[src/rtl/and_16.sv]
// rtl/and_16.sv - 16-bit bitwise AND with zero flag and optional registered copy (AND_16_REG_EN)
module and_16 #(
    parameter int WIDTH = 16
) (
    input  logic             clk,
    input  logic             reset,
    input  logic [WIDTH-1:0] a,
    input  logic [WIDTH-1:0] b,
    input  logic             en,
    output logic [WIDTH-1:0] out,
    output logic             zr,
    output logic [WIDTH-1:0] out_q,
    output logic             zr_q
);

    // Combinational result and zero flag, zero latency
    always_comb begin
        out = a & b;
        zr  = ~|(a & b);
    end

`ifdef AND_16_REG_EN
    logic [WIDTH-1:0] res_d;
    logic [WIDTH-1:0] res_q;
    logic             zero_d;
    logic             zero_q;

    // Next-state for the pipeline copy: reset wins over en, en=0 holds
    always_comb begin
        res_d  = res_q;
        zero_d = zero_q;
        if (reset) begin
            res_d  = '0;
            zero_d = 1'b1;
        end else if (en) begin
            res_d  = a & b;
            zero_d = ~|(a & b);
        end
    end

    // Pipeline register with synchronous active-high reset folded into res_d/zero_d
    always_ff @(posedge clk) begin
        res_q  <= res_d;
        zero_q <= zero_d;
    end

    assign out_q = res_q;
    assign zr_q  = zero_q;
`else
    // Without the registered stage the copy is a plain wire; clk/reset/en are ignored
    logic unused_ok;
    assign unused_ok = &{1'b0, clk, reset, en};

    assign out_q = out;
    assign zr_q  = zr;
`endif

endmodule

[config.mk]
export PLATFORM = sky130hd
export DESIGN_NAME = and_16
export DESIGN_NICKNAME = d
export VERILOG_FILES = /design/src/rtl/and_16.sv
export SDC_FILE = /design/constraint.sdc
export NUM_CORES = 1
export LEC_CHECK = 0
export BUFFER_PORTS_ARGS = -buffer_cell sky130_fd_sc_hd__buf_4
export CAP_MARGIN = 30
export CORE_AREA = 2 2 39 41
export DETAILED_ROUTE_END_ITERATION = 10
export DIE_AREA = 0 0 41 43
export GPL_TIMING_DRIVEN = 1
export PLACE_DENSITY = 0.81
export SYNTH_ARGS = -nofsm -noshare
export SYNTH_HDL_FRONTEND = slang
export SYNTH_SLANG_ARGS = --single-unit
[constraint.sdc]
create_clock -name vclk -period 1.59
set_input_delay 0.159 -clock vclk [all_inputs]
set_output_delay 0.159 -clock vclk [all_outputs]
set_load 0.01 [all_outputs]
-- Word-level counts from Yosys, hierarchy flattened
Cells that the tools add are included.
- bitwise operators: 1
- reduce and logical (&&, ||, !) cells: 2
- operator list (cell ; number):
    16-bit bitwise AND ; 1
    16-bit OR reduction ; 1
    1-bit logical NOT ; 1
- logic and storage cells: 3
- register bits: 0
- input bits: 35

-- Logic depth before layout (Yosys ltp)
- depth after elaboration: 3
- depth in mapped cells: 4

-- Worst setup path after synthesis
OpenSTA, ideal clock, no wires.
- path kind: input-to-output
- start point: in a[2]
- end point: out zr_q
- path slack: -0.038 ns
- arrival time: 1.469 ns
- stages on the path: 4
- path through: and2_1 > or4_1 > nor4_2 > buf_4
- word-level cells in the longest chain between the ends: 3
- ends and longest elaborated chain (what ; RTL line ; text):
    from (decl) ; 7 ; input logic [WIDTH-1:0] a,
    16-bit bitwise AND ; 19 ; zr = ~|(a & b);
    16-bit OR reduction ; 19 ;
    1-bit logical NOT ; 19 ;
    to (decl) ; 13 ; output logic zr_q
Every way passes these cells.

-- Worst setup path in the final report
- start point: in b[7]
- end point: out zr
- word-level cells in the longest chain between the ends: 3
- ends and longest elaborated chain (what ; RTL line ; text):
    from (decl) ; 8 ; input logic [WIDTH-1:0] b,
    16-bit bitwise AND ; 19 ;
    16-bit OR reduction ; 19 ;
    1-bit logical NOT ; 19 ;
    to (decl) ; 11 ; output logic zr,
Every way passes these cells.

==> results_dict.tcl <==
set metrics [dict create \
    holdWs_ns 0.635 \
    dieArea_um2 1760 \
    finalCriticalPeriod_ns 1.57 \
    yosysWarnings 0 \
    fp.dieH_um 43 \
    num_rows 14 \
    dr.first_iter.drc_count 0 \
    setup_tns_ns 0 \
    numPlacedInstances 107 \
    track_usage_pct 11.3 \
    design.seq.count 0 \
    final_antenna_net_count 0 \
    drv_slew 0 \
    syn2layout_area_growth_pct 170 \
    cp-start-kind "primary input" \
    rsz0062_at_grt "yes" \
    synth_fp_nets 73 \
    cp_top_family "simple AND/OR/NAND/NOR gates" \
    seq_area_um2 0 \
    critPathKind "primary input to output port" \
    p_leak_nw 0.439 \
    post-place-ws_ns -0.0235 \
    routed_wl_um 1120 \
    hp-class "primary input to output port" \
    finalNonFillerCells 110 \
    worst-path-stages 5 \
    cp.required_ns 1.43 \
    hold_viol 0 \
    io_buffers 66 \
    setup_viol 0 \
    synth_cells 38 \
    wl_per_cell_um 10.2 \
    grt_max_degree 4 \
    ios 69 \
    timing.final.crit_share_pct 98.8 \
    endpoint_kind "output port" \
    path_cells "buf_4, and2_4, or4_4, nor4_4, buf_4" \
    yosys.area.top_type "buf_4" \
    initial_core_util_pct 20.2 \
    max-slew-margin-rel_pct 84.7 \
    placed_area_um2 709 \
    synthDistinctLibCells 6 \
    fp.coreArea_um2 1380 \
    yosysSeqAreaShare_pct 0 \
    yosys-top-cells-count "buf_4 (17), and2_1 (14), or4_1 (3), and2_4 (2)" \
    min_path_cells 3 \
    final_area_um2 753 \
    path_buf_inv 2 \
    die_w_um 41 \
    antenna_found_initial 0 \
    via_per_inst 4.14 \
    gr-total-overflow 0 \
    syn-cell-area_um2 279 \
    synth_area_per_cell_um2 7.34 \
    synth_area_leaders "buf_4 (46%), and2_1 (31%), or4_1 (8.1%)" \
    crit_fanout 3 \
    crit_top_cell "buf_4" \
    drive_above_1_share_pct 88.3 \
    maxCapViolations 0 \
    powerDensity_nw_per_um2 278 \
    grt_pass1_wl_um 1480 \
    antenna_cells 0 \
    synth_most_common_cell "buf_4" \
    gp_congestion 0.658 \
    slowest_stage "or4_4" \
    drc 0 \
    fin_ws_ns 0.0196 \
    drt_pass1_iterations 1 \
    cpPeakStageDelay_ns 0.52 \
    nets 131 \
    synth_top_area_share_pct 45.7 \
    cp.arrival_ns 1.41 \
    tightestPinTransition_ns 0.228 \
    status "finished, final reports clean" \
    ir_drop_v 0.000124 \
    nClkBuffers 0 \
    vias 455 \
    fmax_ghz 0.637 \
    grt_pass1_vias 407 \
]
## worst min-delay path, cell delays in order
cell,delay (ns)
buf_4,0.07
and2_4,0.13
buf_4,0.11
## through the flow
step / utilization, % / total power (W)
after global routing: 54.4 / 0.000224
final: 54.4 / 0.000209
after global placement: 51.3 / 0.000193
after CTS: 52.5 / 0.000203
after floorplan: - / 0.0000933
after detailed placement: 51.3 / 0.000197
## cell type report
class,count,area (µm²)
fill,146,631
multi-input combinational,21,178
timing repair buffer,73,556
tap,16,20.0
## per-layer routing
metal | track usage [%] | up-vias | routed length, µm
met2 | 25.6 | 36 | 688
met5 | 0 | - | 0
li1 | - | 221 | -
met4 | 0 | 0 | 0
met3 | 0.524 | 0 | 172
met1 | 9.49 | 198 | 263
## path summary, 6_finish.rpt
path	start	end	slack [ns]
max	b[7]	zr	0.02
min	a[7]	out_q[7]	0.63
## cells by family after synthesis
| family | Yosys count | share of synthesized area (%) |
|---|---|---|
| AND/OR/NAND/NOR | 21 | 54.3 |
| buffers and inverters | 17 | 45.7 |
## timing repair
action                     4_1_cts  5_1_grt
hold buffers                     0        0
pin swaps                        4        5
resized for setup                3        4
setup endpoints to repair        2        2
buffers inserted                 1        2
## power breakdown
| group | internal, W | switching [W] | leakage (nW) |
|---|---|---|---|
| clock | 0 | 0 | 0 |
| sequential | 0 | 0 | 0 |
| combinational | 0.000138 | 0.0000712 | 0.439 |
| total | 0.000138 | 0.0000712 | 0.439 |
## layout by cell type (no fill, tap or decap), drive strengths merged
cell type and instances:
buf 73, and2 16, or4 4, nor4 1
No activity file was read; power rests on OpenSTA's default activity.
